## src/rtl/alu_operand_stage_if.sv

```systemverilog
`default_nettype none
// ============================================================================
// Module      : alu_operand_stage_if
// Description : Issue handshake and ALU operand/result bundle.
// Revision    : 1.0 - initial release
// ============================================================================
interface alu_operand_stage_if;
  logic [15:0] instr;
  logic        instr_valid;
  logic        instr_ready;
  logic        stall;
  logic [15:0] ina;
  logic [15:0] inb;
  logic [3:0]  cmd;
  logic        alu_valid;
  logic [15:0] alu_out;

  // The environment side: instruction source, stall source and the ALU itself.
  modport master (
    output instr, instr_valid, stall, alu_out,
    input  instr_ready, ina, inb, cmd, alu_valid
  );

  modport slave (
    input  instr, instr_valid, stall, alu_out,
    output instr_ready, ina, inb, cmd, alu_valid
  );
endinterface
`default_nettype wire

```

## src/rtl/alu_operand_stage.sv

```systemverilog
`default_nettype none
// ============================================================================
// Module      : alu_operand_stage
// Description : Issue/writeback stage around a 16-bit ALU with result forwarding.
// Revision    : 1.0 - initial release
// ============================================================================
module alu_operand_stage #(
  parameter int NREG = 8,
  parameter int IMMW = 5
) (
  input  wire logic                      clk,
  input  wire logic                      rst,
  alu_operand_stage_if.slave             bus,
  input  wire logic [$clog2(NREG)-1:0]   dbg_addr,
  output logic      [15:0]               dbg_data
);

  localparam int AW = $clog2(NREG);

  localparam logic [0:0] S_EMPTY = 1'b0;
  localparam logic [0:0] S_BUSY  = 1'b1;

  logic [0:0]    r_state;
  logic [0:0]    w_state_nxt;
  logic          w_busy;
  logic          w_accept;
  logic          w_wb;
  logic          w_fwd_en;

  logic [AW-1:0] w_rs;
  logic [AW-1:0] w_rt;
  logic [AW-1:0] w_rd;
  logic [AW-1:0] r_rd_q;

  logic [15:0]   w_imm;
  logic [15:0]   w_op_a;
  logic [15:0]   w_op_b;
  logic [15:0]   r_ina;
  logic [15:0]   r_inb;
  logic [3:0]    r_cmd;

  logic [15:0]   w_rf [NREG];

  // --------------------------------------------------------------------------
  // Control FSM
  // --------------------------------------------------------------------------
  always_ff @(posedge clk) begin
    if (rst) begin
      r_state <= S_EMPTY;
    end else begin
      r_state <= w_state_nxt;
    end
  end

  always_comb begin
    w_state_nxt = r_state;
    if (!bus.stall) begin
      w_state_nxt = w_accept ? S_BUSY : S_EMPTY;
    end
  end

  always_comb begin
    bus.instr_ready = ~rst & ~bus.stall;
    w_busy          = (r_state == S_BUSY);
    bus.alu_valid   = w_busy;
  end

  assign w_accept = bus.instr_valid & bus.instr_ready;
  assign w_wb     = w_busy & ~bus.stall & ~rst;
  // Forwarding is only meaningful when the in-flight result retires this cycle.
  assign w_fwd_en = w_busy & ~bus.stall & (r_rd_q != '0);

  // --------------------------------------------------------------------------
  // Instruction decode
  // --------------------------------------------------------------------------
  assign w_rd  = bus.instr[9 +: AW];
  assign w_rs  = bus.instr[6 +: AW];
  assign w_rt  = bus.instr[0 +: AW];
  assign w_imm = {{(16-IMMW){1'b0}}, bus.instr[IMMW-1:0]};

  // --------------------------------------------------------------------------
  // Register file; r0 is a hard zero and never stores anything.
  // --------------------------------------------------------------------------
  generate
    for (genvar gi = 0; gi < NREG; gi++) begin : g_rf
      if (gi == 0) begin : g_zero
        assign w_rf[gi] = 16'h0000;
      end else begin : g_reg
        logic [15:0] r_q;
        always_ff @(posedge clk) begin
          if (rst) begin
            r_q <= 16'h0000;
          end else if (w_wb && (r_rd_q == AW'(gi))) begin
            r_q <= bus.alu_out;
          end
        end
        assign w_rf[gi] = r_q;
      end
    end
  endgenerate

  assign dbg_data = w_rf[dbg_addr];

  // --------------------------------------------------------------------------
  // Operand select with forwarding (also gives write-first read behaviour)
  // --------------------------------------------------------------------------
  always_comb begin
    w_op_a = w_rf[w_rs];
    if (w_fwd_en && (w_rs == r_rd_q)) begin
      w_op_a = bus.alu_out;
    end
  end

  always_comb begin
    w_op_b = w_rf[w_rt];
    if (w_fwd_en && (w_rt == r_rd_q)) begin
      w_op_b = bus.alu_out;
    end
    if (bus.instr[5]) begin
      w_op_b = w_imm;
    end
  end

  // --------------------------------------------------------------------------
  // ALU input registers
  // --------------------------------------------------------------------------
  always_ff @(posedge clk) begin
    if (rst) begin
      r_ina  <= 16'h0000;
      r_inb  <= 16'h0000;
      r_cmd  <= 4'h0;
      r_rd_q <= '0;
    end else if (w_accept) begin
      r_ina  <= w_op_a;
      r_inb  <= w_op_b;
      r_cmd  <= bus.instr[15:12];
      r_rd_q <= w_rd;
    end
  end

  assign bus.ina = r_ina;
  assign bus.inb = r_inb;
  assign bus.cmd = r_cmd;

endmodule
`default_nettype wire
```

## src/flat_wrapper.sv

```systemverilog
// flat-port wrapper written by rule: the top's interface ports become plain ports
module alu_operand_stage_flat 
#(
  parameter int NREG = 8,
  parameter int IMMW = 5
)
  (clk, rst, dbg_addr, dbg_data, bus_instr, bus_instr_valid, bus_stall, bus_alu_out, bus_instr_ready, bus_ina, bus_inb, bus_cmd, bus_alu_valid);
  alu_operand_stage_if bus_i ();
  input  wire logic clk;
  input  wire logic rst;
  input  wire logic [$clog2(NREG)-1:0] dbg_addr;
  output logic      [15:0] dbg_data;
  input wire logic [$bits(bus_i.instr)-1:0] bus_instr;
  input wire logic [$bits(bus_i.instr_valid)-1:0] bus_instr_valid;
  input wire logic [$bits(bus_i.stall)-1:0] bus_stall;
  input wire logic [$bits(bus_i.alu_out)-1:0] bus_alu_out;
  output wire logic [$bits(bus_i.instr_ready)-1:0] bus_instr_ready;
  output wire logic [$bits(bus_i.ina)-1:0] bus_ina;
  output wire logic [$bits(bus_i.inb)-1:0] bus_inb;
  output wire logic [$bits(bus_i.cmd)-1:0] bus_cmd;
  output wire logic [$bits(bus_i.alu_valid)-1:0] bus_alu_valid;
  assign bus_i.instr = bus_instr;
  assign bus_i.instr_valid = bus_instr_valid;
  assign bus_i.stall = bus_stall;
  assign bus_i.alu_out = bus_alu_out;
  assign bus_instr_ready = bus_i.instr_ready;
  assign bus_ina = bus_i.ina;
  assign bus_inb = bus_i.inb;
  assign bus_cmd = bus_i.cmd;
  assign bus_alu_valid = bus_i.alu_valid;
  alu_operand_stage #(.NREG(NREG), .IMMW(IMMW)) u_core (.clk(clk), .rst(rst), .bus(bus_i), .dbg_addr(dbg_addr), .dbg_data(dbg_data));
endmodule
```

## config.mk

```make
export PLATFORM = sky130hd
export DESIGN_NAME = alu_operand_stage_flat
export DESIGN_NICKNAME = d
export VERILOG_FILES = /design/src/rtl/alu_operand_stage_if.sv /design/src/rtl/alu_operand_stage.sv /design/src/flat_wrapper.sv
export SDC_FILE = /design/constraint.sdc
export NUM_CORES = 1
export LEC_CHECK = 0
export CAP_MARGIN = 20
export CORE_ASPECT_RATIO = 0.7
export CORE_UTILIZATION = 25
export CTS_BUF_LIST = sky130_fd_sc_hd__clkbuf_8 sky130_fd_sc_hd__clkbuf_16
export DETAILED_ROUTE_END_ITERATION = 8
export SYNTH_ARGS = -nofsm -noshare
export SYNTH_HDL_FRONTEND = slang
export SYNTH_SLANG_ARGS = --single-unit
```

## constraint.sdc

```tcl
create_clock -name clk -period 2.41 [get_ports clk]
set_input_delay 0.6025 -clock clk [delete_from_list [all_inputs] [get_ports clk]]
set_output_delay 0.6025 -clock clk [all_outputs]
set_load 0.1 [all_outputs]
```

==> impl_results.md <==
* Gr ovfl total at 0
* Fin crit share at 100.2%
* # clock sinks at 152
* Slew Limit Headroom at between 50% and 60%
* Fraction of registers with async set/reset at 0%
* RSZ-0062 raised after global routing: yes
* Crit end category: output pin
* Largest net degree at the start of global routing at 120
* Synth warn at 0
* Total of max-cap violations at 0
* Vias in the first global route at about 7800
* Port Buffer Count at approximately 90
* DRT iter0 DRCs at 749
* Setup tns final at -0.004091 ns
* Worst Path Max Fanout at 8
* Outcome: finished with violations
* Avg Inst Size Synth at around 9.5 µm²
* Clock buffer depth at 2
* Post-Layout Cell Count at 1484
* Clock latency on the worst-skew pair at between 0.4 and 0.5 ns
* Antenna Nets Post-Route at 0
* Crit path kind: in -> out
* Routed vias/inst at between 5 and 6
* Syn-to-layout area delta at 38.53%
* Max Clock Skew at about 0.0086 ns
* DP HPWL at about 22000 µm
* Peak VDD IR at 509.6 µV
* #FFs+latches synth at ~150
* Vias at a little under 8000
* Cells after synthesis at roughly 900
* # rows at 56
* Top_reg_cell synth: dfxtp_1
* Layout cells sized above 1 at roughly a third
* Die Wd at roughly 220 µm
* Final setup margin at -0.004091 ns
* Startpoint types: input pin
* Failing checks: negative setup slack
* GRT Overall Usage at a little under a fifth
* CTS tree: yes
* Root Driver: clkbuf_16
* Overall power at around 6.5 mW
* # DRC at 0
* Fin. Hold Viols at 0
* Initial core utilization at between 20 and 30%
* Post-synth EDFFs at 0
* Synth unique cells at 49
* Min Tclk post-route at between 2 and 2.5 ns
* Initial antenna violation count at 0
* Mapped Nets at 937
* Setup violations, final at 1
* First-pass GRT wire length at about 48000 µm
* Worst slew pin tran at approximately 0.67 ns
* CTS buffer count at 17
* Worst-path clk slew at about 0.06 ns
* Wire length per cell at between 20 and 25 µm
* Die area at between 0.03 and 0.04 mm²
* Cell total after placement at between 1000 and 1500
* Antenna Cells at 0
* Hold bufs inserted after CTS at 0
* Core area at 0.03363 mm²
* Hold_ws at 0.4142 ns
* PwrDens at approximately 550 mW/mm²
* Die Y at roughly 160 µm
* 1st-pass router iterations at 5
* Worst EP required at roughly 1.8 ns
* Final Slew Violations at 0
* Final Net Count at approximately 1100
* P_leak at just under 5 nW
* Hold crit path type: in -> reg
* Register area share after synthesis at roughly 35%
* Depth of the CTS H-tree at 4
* Max Fclk at 414.2 MHz
* Total Routed Length at ~32000 µm
* Syn Std Cell Area at ~0.0086 mm²
* Global placement routability congestion at between 0.8 and 0.9
* Io pins at 93
* Crit path DAT at between 1.5 and 2 ns
flip-flops by register name (all words and copies together), names as in the netlist:
| name | flops |
|---|---|
| u_core.bus.alu_valid | 1 |
| u_core.bus.cmd | 4 |
| u_core.bus.ina | 16 |
| u_core.bus.inb | 16 |
| u_core.g_rf.g_reg.r_q | 112 |
| u_core.r_rd_q | 3 |
timing repair:
item / CTS / global route
resized for setup: 48 / 4
endpoints found under the setup margin: 19 / 15
cloned: 3 / 0
setup buffers: 2 / 0
pin swaps: 5 / 3
synth_stat cells (8+ instances only):
| cell type | instances | share of area, % |
|---|---|---|
| a211oi_1 | 16 | 1.4 |
| buf_2 | 25 | 1.5 |
| buf_4 | 9 | 0.79 |
| a221o_1 | 15 | 1.8 |
| a221oi_1 | 63 | 6.4 |
| nand2_1 | 94 | 4.1 |
| mux2i_1 | 143 | 17 |
| a21oi_1 | 56 | 3.3 |
| buf_6 | 14 | 1.8 |
| clkbuf_1 | 41 | 1.8 |
| mux2_2 | 41 | 5.4 |
| inv_1 | 18 | 0.79 |
| nor2_1 | 79 | 3.5 |
| dfxtp_1 | 152 | 35 |
| mux4_2 | 16 | 4.2 |
| a2111oi_1 | 8 | 0.93 |
| nor2b_1 | 22 | 1.6 |
| nand3_1 | 12 | 0.70 |
cell type report:
cell class | count | area [µm²]
Fill cell | 3349 | 21760
Clock buffer | 19 | 452.9
Inverter | 18 | 67.56
Clock inverter | 13 | 142.6
Multi-Input combinational cell | 631 | 5338
Tap cell | 435 | 544.3
Sequential cell | 152 | 3043
Timing Repair Buffer | 216 | 2287
metrics by stage:
stage	utilization (%)	cell area, µm²	setup slack (ns)
after floorplan	-	8911	-0.03550
after global placement	32.65	10980	-0.7288
after detailed placement	32.65	10980	-0.6462
after CTS	35.28	11870	-0.02201
after global routing	35.31	11880	-0.04192
final	35.31	11880	-0.004091
report_power, final:
part	switching [mW]	internal (mW)	total, mW
sequential	0.0323	2.54	2.57
combinational	0.750	0.440	1.19
clock	1.17	1.59	2.77
path summary, 6_finish.rpt:
path / slack [ns] / cells after the start / from / endpoint
max: -0.004 / 7 / dbg_addr[2] / dbg_data[11]
min: 0.41 / 2 / rst / u_core.bus.alu_valid
min reg2reg: 0.44 / 2 / u_core.bus.inb[12] / u_core.bus.inb[12]
max reg2reg: 0.27 / 7 / u_core.r_rd_q[2] / u_core.bus.ina[3]
critical path, cell delays in order:
cell	delay (ns)
buf_12	0.09
buf_12	0.12
buf_12	0.13
mux2_2	0.35
a221oi_4	0.26
a21oi_4	0.06
buf_12	0.17
placed cells by master, fill, tap and decap left out, types with 6 or more instances in the layout:
cell	instances
clkdlybuf4s50_1	32
buf_4	133
nor2_1	79
nor2b_1	21
xnor2_1	6
mux4_2	16
a21oi_1	40
o21ai_1	6
inv_2	9
clkbuf_16	17
a221oi_1	47
o22ai_1	6
a211oi_1	16
a221oi_4	11
nand2_1	94
mux2i_1	143
buf_12	40
a2111oi_1	10
nand3_1	12
mux2_4	12
inv_1	9
a221oi_2	6
mux2_2	36
a221o_1	15
a21oi_4	16
dfxtp_1	152
metal layers:
layer	track usage (%)	vias to the layer above	part of all wire, %
met5	0	-	0
met4	5.447	0	2.1
met3	3.341	49	6.9
met2	27.56	328	43
met1	26.00	3855	48
li1	-	3586	-
kinds of logic (layout without fill, tap and decap cells):
group | Yosys count | count (layout) | share of synthesized area (%)
simple gates | 230 | 230 | 12.36
mux | 207 | 207 | 27.51
compound gates | 188 | 188 | 16.65
flops | 152 | 152 | 35.50
buf+inv | 115 | 266 | 7.357
xor+xnor | 6 | 6 | 0.6130
Note: power is estimated with default switching activity, not from simulation.
